===== config.mk =====
export PLATFORM = sky130hd
export DESIGN_NAME = rgb_pixel_feeder
export DESIGN_NICKNAME = d
export VERILOG_FILES = /design/src/rtl/rgb_to_gray_pkg.sv /design/src/rtl/rgb_pixel_fifo.sv /design/src/rtl/rgb_pixel_feeder.sv
export SDC_FILE = /design/constraint.sdc
export NUM_CORES = 1
export LEC_CHECK = 0
export BUFFER_PORTS_ARGS = -buffer_cell sky130_fd_sc_hd__buf_2
export CORE_UTILIZATION = 46
export CTS_CLUSTER_DIAMETER = 80
export DETAILED_ROUTE_END_ITERATION = 10
export GPL_TIMING_DRIVEN = 0
export HOLD_SLACK_MARGIN = 0.12
export PLACE_DENSITY = 0.61
export SYNTH_ARGS = -nofsm -noshare
export SYNTH_HDL_FRONTEND = slang
export SYNTH_SLANG_ARGS = --single-unit

===== constraint.sdc =====
create_clock -name clk -period 2.5 [get_ports clk]
set_clock_uncertainty 0.15 [all_clocks]
set_input_delay 0.5 -clock clk [delete_from_list [all_inputs] [get_ports clk]]
set_output_delay 0.5 -clock clk [all_outputs]
set_load 0.005 [all_outputs]

===== src/rtl/rgb_to_gray_pkg.sv =====
// Shared types and constants for the RGB-to-grayscale pipeline: channel widths,
// pixel field offsets and the feeder state encoding.
package rgb_to_gray_pkg;

  localparam int unsigned CH_W  = 8;
  localparam int unsigned PIX_W = 3 * CH_W;

  localparam int unsigned R_LSB = 16;
  localparam int unsigned G_LSB = 8;
  localparam int unsigned B_LSB = 0;

  typedef enum logic [1:0] {
    StIdle  = 2'd0,
    StIssue = 2'd1,
    StWait  = 2'd2
  } feeder_state_e;

  typedef struct packed {
    logic [CH_W-1:0] r;
    logic [CH_W-1:0] g;
    logic [CH_W-1:0] b;
  } pixel_t;

  function automatic pixel_t unpack_pixel(input logic [PIX_W-1:0] data);
    pixel_t p;
    p.r = data[R_LSB +: CH_W];
    p.g = data[G_LSB +: CH_W];
    p.b = data[B_LSB +: CH_W];
    return p;
  endfunction

endpackage


===== src/rtl/rgb_pixel_fifo.sv =====
// Synchronous FIFO with combinational head read; DEPTH must be a power of two
// so the pointers wrap naturally.
module rgb_pixel_fifo #(
  parameter int unsigned DEPTH = 4,
  parameter int unsigned WIDTH = 24
) (
  input  logic                       clk,
  input  logic                       rst_n,
  input  logic                       push,
  input  logic                       pop,
  input  logic [WIDTH-1:0]           din,
  output logic [WIDTH-1:0]           dout,
  output logic                       full,
  output logic                       empty,
  output logic [$clog2(DEPTH+1)-1:0] level
);

  localparam int unsigned PTR_W = $clog2(DEPTH);
  localparam int unsigned LVL_W = $clog2(DEPTH+1);

  logic [WIDTH-1:0] mem [DEPTH];
  logic [PTR_W-1:0] wr_ptr_q, rd_ptr_q;
  logic [LVL_W-1:0] level_q;
  logic             push_ok, pop_ok;

  assign full    = (level_q == LVL_W'(DEPTH));
  assign empty   = (level_q == '0);
  assign level   = level_q;
  assign dout    = mem[rd_ptr_q];
  assign push_ok = push && !full;
  assign pop_ok  = pop && !empty;

  always_ff @(posedge clk) begin
    if (push_ok) begin
      mem[wr_ptr_q] <= din;
    end
  end

  always_ff @(posedge clk or negedge rst_n) begin
    if (!rst_n) begin
      wr_ptr_q <= '0;
      rd_ptr_q <= '0;
      level_q  <= '0;
    end else begin
      if (push_ok) begin
        wr_ptr_q <= wr_ptr_q + PTR_W'(1);
      end
      if (pop_ok) begin
        rd_ptr_q <= rd_ptr_q + PTR_W'(1);
      end
      unique case ({push_ok, pop_ok})
        2'b10:   level_q <= level_q + LVL_W'(1);
        2'b01:   level_q <= level_q - LVL_W'(1);
        default: level_q <= level_q;
      endcase
    end
  end

endmodule


===== src/rtl/rgb_pixel_feeder.sv =====
// Buffers RGB pixels and issues them one at a time to the grayscale converter,
// waiting for conv_done between pixels. Optional watchdog: RGB_PIXEL_FEEDER_TIMEOUT_EN.
module rgb_pixel_feeder
  import rgb_to_gray_pkg::*;
#(
  parameter int unsigned DEPTH          = 4,
  parameter int unsigned TIMEOUT_CYCLES = 16
) (
  input  logic                       clk,
  input  logic                       rst_n,
  input  logic                       s_valid,
  output logic                       s_ready,
  input  logic [PIX_W-1:0]           s_data,
  output logic                       conv_valid,
  output logic [CH_W-1:0]            conv_r,
  output logic [CH_W-1:0]            conv_g,
  output logic [CH_W-1:0]            conv_b,
  input  logic                       conv_done,
  output logic                       busy,
  output logic [$clog2(DEPTH+1)-1:0] fifo_level,
  output logic                       timeout_err
);

  feeder_state_e    state_q;
  logic             conv_valid_q, busy_q;
  logic [CH_W-1:0]  conv_r_q, conv_g_q, conv_b_q;
  logic             fifo_full, fifo_empty, issue, wd_expire;
  logic [PIX_W-1:0] fifo_head;
  pixel_t           head_pix;

  rgb_pixel_fifo #(
    .DEPTH (DEPTH),
    .WIDTH (PIX_W)
  ) u_fifo (
    .clk   (clk),
    .rst_n (rst_n),
    .push  (s_valid && !fifo_full),
    .pop   (issue),
    .din   (s_data),
    .dout  (fifo_head),
    .full  (fifo_full),
    .empty (fifo_empty),
    .level (fifo_level)
  );

  assign s_ready    = !fifo_full;
  assign head_pix   = unpack_pixel(fifo_head);
  assign conv_valid = conv_valid_q;
  assign conv_r     = conv_r_q;
  assign conv_g     = conv_g_q;
  assign conv_b     = conv_b_q;
  assign busy       = busy_q;

  // The pop and the ISSUE entry happen on the same edge.
  assign issue = !fifo_empty &&
                 ((state_q == StIdle) || ((state_q == StWait) && conv_done));

  always_ff @(posedge clk or negedge rst_n) begin
    if (!rst_n) begin
      state_q      <= StIdle;
      conv_valid_q <= 1'b0;
      busy_q       <= 1'b0;
      conv_r_q     <= '0;
      conv_g_q     <= '0;
      conv_b_q     <= '0;
    end else begin
      conv_valid_q <= 1'b0;
      if (issue) begin
        state_q      <= StIssue;
        conv_valid_q <= 1'b1;
        busy_q       <= 1'b1;
        conv_r_q     <= head_pix.r;
        conv_g_q     <= head_pix.g;
        conv_b_q     <= head_pix.b;
      end else begin
        unique case (state_q)
          StIssue: state_q <= StWait;
          StWait: begin
            if (conv_done || wd_expire) begin
              state_q <= StIdle;
              busy_q  <= 1'b0;
            end
          end
          default: begin
            state_q <= StIdle;
            busy_q  <= 1'b0;
          end
        endcase
      end
    end
  end

`ifdef RGB_PIXEL_FEEDER_TIMEOUT_EN
  localparam int unsigned WD_W = $clog2(TIMEOUT_CYCLES + 1);

  logic [WD_W-1:0] wd_cnt_q;
  logic            timeout_err_q;

  // Fires on the last WAIT cycle before the counter would reach the limit.
  assign wd_expire   = (state_q == StWait) && !conv_done &&
                       (wd_cnt_q == WD_W'(TIMEOUT_CYCLES - 1));
  assign timeout_err = timeout_err_q;

  always_ff @(posedge clk or negedge rst_n) begin
    if (!rst_n) begin
      wd_cnt_q      <= '0;
      timeout_err_q <= 1'b0;
    end else begin
      if (state_q == StIssue) begin
        wd_cnt_q <= '0;
      end else if ((state_q == StWait) && !conv_done) begin
        wd_cnt_q <= wd_cnt_q + WD_W'(1);
      end
      if (wd_expire) begin
        timeout_err_q <= 1'b1;
      end
    end
  end
`else
  logic unused_timeout_cfg;

  assign wd_expire          = 1'b0;
  assign timeout_err        = 1'b0;
  assign unused_timeout_cfg = (TIMEOUT_CYCLES == 0);
`endif

endmodule


==> impl_results.md <==
* Net Sw Power at 2160 uW
* Post-synth EDFFs at 96
* Worst Max-Slew Pin Slew at 1.32 ns
* Worst skew pair latency at 0.52 ns
* Antenna cells at 0
* Placer Congestion at 0.658
* Total wire length at 8.36 mm
* Nets at 361
* CP Max Fanout at 6
* Overall power at 7880 uW
* Post-Synthesis Cells at 224
* Wire per inst at 17.6 um
* Die area at 0.0112 sq mm
* Final Slew Violations at 0
* Initial antenna violation count at 0
* Final worst slack at 0.165 ns
* Number of remaining DRC errors at 0
* Internal power at 5720 uW
* Hold Path Class: input port to flip-flop
* Syn Area/Cell at 22.2 sq um
* GRT overflow at 0
* Largest net degree at the start of global routing at 36
* Vias at 2,328
* Area leader, netlist: edfxtp_1
* Mapped Area at 0.00497 sq mm
* # setup viols final at 0
* Layout cells sized above 1 at 0.444
* Pleak at 0.00239 uW
* Number of global-route vias before repair at 2,456
* Root buf cell: clkbuf_8
* Setup TNS at 0 ns
* Total core area at 0.0104 sq mm
* Startpoint Class: flip-flop
* Sequential area share after synthesis at 0.756
* Post-synthesis register bit count at 131
* Critical Path Max Stage Delay at 0.44 ns
* Maxcap violations at 0
* Data required time of the critical path at 2.79 ns
* Unrepaired setup endpoints after global routing: false
* Slowest-stage cell, CP: or3b_4
* Max clock buf depth at 2
* Status: finished, final reports clean
* Area share of the largest cell type after synthesis at 0.580
* Crit path max-delay family: simple AND/OR/NAND/NOR gates
* Async set-or-reset flop fraction in the synthesized netlist at 0.267
* Power Density at 1260 mW/mm^2
* H-Tree Depth at 4
* Syn Nets at 258
* Clock sink count at 131
* Synth Warn # at 0
* Die height at 106 um
* Gate power share at 0.302
* Setup CP Type: flip-flop to flip-flop
* Post-DP HPWL at 4.79 mm
* Final number of hold-violating endpoints at 0
* Top post-synthesis cells by area: edfxtp_1 58%, dfrtp_1 18%, mux4_2 11%
* Dpl ws at -0.186 ns
* Die W at 106 um
* # rows at 37
* Num CTS Buffers at 17
* Crit path DAT at 2.63 ns
* DR iter-0 viols at 89
* Ys flop type: edfxtp_1
* Reg clk slew, reported paths at 0.06 ns
* Final period util at 0.934
* GR Util All Layers at 0.169
* Io pins at 59
* Yosys cell types at 27
* Placed cell count at 417
* Via-per-instance ratio at 4.89
* Most numerous cell in the Yosys netlist: edfxtp_1
* Post-DRT Antenna Nets at 0
* DR pass1 iterations at 4
* Max VDD drop at 517 uV
* CTS tree: yes
* Final Instance Count excl. Fillers at 476
* Synth-to-layout area growth at 25.9%
* Sw Ratio at 0.274
* Worst Path Buf+Inv at 2
* Final min period at 2.34 ns
* Max Clk Rate at 428 MHz
* Seq pwr share at 0.413
* Starting Density at 0.477
* Clock power frac at 0.285
* Cell Chain, Critical Path: or3b_4, and2_4, inv_1, ha_1, inv_1, fa_1, xor2_1, nor2_1, xor2_1
* Max-slew headroom at 0.118
* Number of port buffers at 57
* Commonest cells post-synth: 96 x edfxtp_1, 35 x dfrtp_1, 24 x mux4_2
* First-pass GRT wire length at 13.3 mm
* CP endpoint kind: flip-flop
==> registers in the layout, summed over array words and instances, names as in the netlist <==
signal	cells
conv_b	8
conv_valid	1
conv_g	8
u_fifo.wr_ptr_q	2
u_fifo.mem	96
busy	1
u_fifo.rd_ptr_q	2
state_q	2
conv_r	8
u_fifo.level	3
==> logic make-up after synthesis <==
group,after synthesis,share of synthesized area
adders and majority gates,6,0.0166
xor gates and xnor gates,6,0.0106
muxes,51,0.175
and+or+nand+nor,12,0.0191
other,1,0.000754
AOI/OAI and AO/OA,1,0.00151
DFF,131,0.756
buffers and inverters,16,0.0206
==> routing by layer <==
metal / vias to the layer above / global-route usage / part of all wire
met5: - / 0 / 0
met4: 0 / 0.0893 / 0.021
met3: 15 / 0.0441 / 0.030
met2: 46 / 0.262 / 0.49
met1: 1170 / 0.219 / 0.46
li1: 1097 / - / -
==> power by group through the flow <==
stage | sequential (uW) | combinational [uW] | clock, uW
2_1_floorplan | 3270 | 1660 | 0
3_3_place_gp | 3280 | 2310 | 0
3_5_place_dp | 3310 | 2360 | 0
4_1_cts | 3270 | 2410 | 2290
5_1_grt | 3310 | 2610 | 2390
6_report | 3250 | 2380 | 2250
==> placed cells by master (no fill, tap or decap), types with 3 or more instances in the layout <==
| master | count |
|---|---|
| buf_2 | 58 |
| edfxtp_1 | 96 |
| buf_6 | 5 |
| ha_1 | 5 |
| inv_1 | 7 |
| mux2_4 | 7 |
| xor2_1 | 4 |
| clkbuf_1 | 4 |
| mux2_2 | 18 |
| mux4_2 | 24 |
| clkbuf_8 | 4 |
| clkbuf_16 | 16 |
| dlygate4sd3_1 | 25 |
| clkinvlp_4 | 3 |
| dfrtp_1 | 35 |
| clkinv_2 | 6 |
==> final timing paths <==
path,from,end,slack [ns],cells past startpoint
setup / recovery,u_fifo.level[1]$_DFFE_PN0P_,u_fifo.level[2]$_DFFE_PN0P_,0.16,9
hold / removal,s_valid,u_fifo.wr_ptr_q[0]$_DFFE_PN0P_,0.19,3
setup reg to reg,u_fifo.level[1]$_DFFE_PN0P_,u_fifo.level[2]$_DFFE_PN0P_,0.16,9
hold reg to reg,conv_b[6]$_DFFE_PN0P_,conv_b[6]$_DFFE_PN0P_,0.35,1
max in group asynchronous,rst_n,conv_g[1]$_DFFE_PN0P_,1.14,2
min in group asynchronous,rst_n,u_fifo.wr_ptr_q[0]$_DFFE_PN0P_,0.50,2
==> worst register-to-register path, stage by stage (launching register included) <==
cell     delay (ns)
dfrtp_1        0.42
or3b_4         0.44
and2_4         0.19
inv_1          0.05
ha_1           0.16
inv_1          0.06
fa_1           0.37
xor2_1         0.17
nor2_1         0.11
xor2_1         0.14
==> repair_timing <==
action | in CTS | in global routing
setup buffers | 1 | 0
endpoints found under the setup margin | 1 | 0
gates resized for setup | 0 | 0
hold endpoints to repair | 131 | 0
hold buffers | 25 | 0
==> cell type report <==
cell class / instances / area [sq um]
clock buffers: 22 / 463
fillers: 781 / 4160
repair buffers: 84 / 571
multi-input cells: 77 / 1110
inverters: 7 / 26.3
clock inverters: 10 / 82.6
flip-flops and latches: 131 / 3760
well taps: 136 / 170
plain buffers: 9 / 76.3
==> through the flow <==
step | hold slack, ns | area [sq um] | util
after floorplan | 0.0544 | 4970 | -
after global placement | 0.329 | 5430 | 0.521
after detailed placement | 0.341 | 5430 | 0.521
after CTS | 0.171 | 6230 | 0.598
after global routing | 0.180 | 6260 | 0.601
final | 0.189 | 6260 | 0.601
No activity file was read; power rests on OpenSTA's default activity.
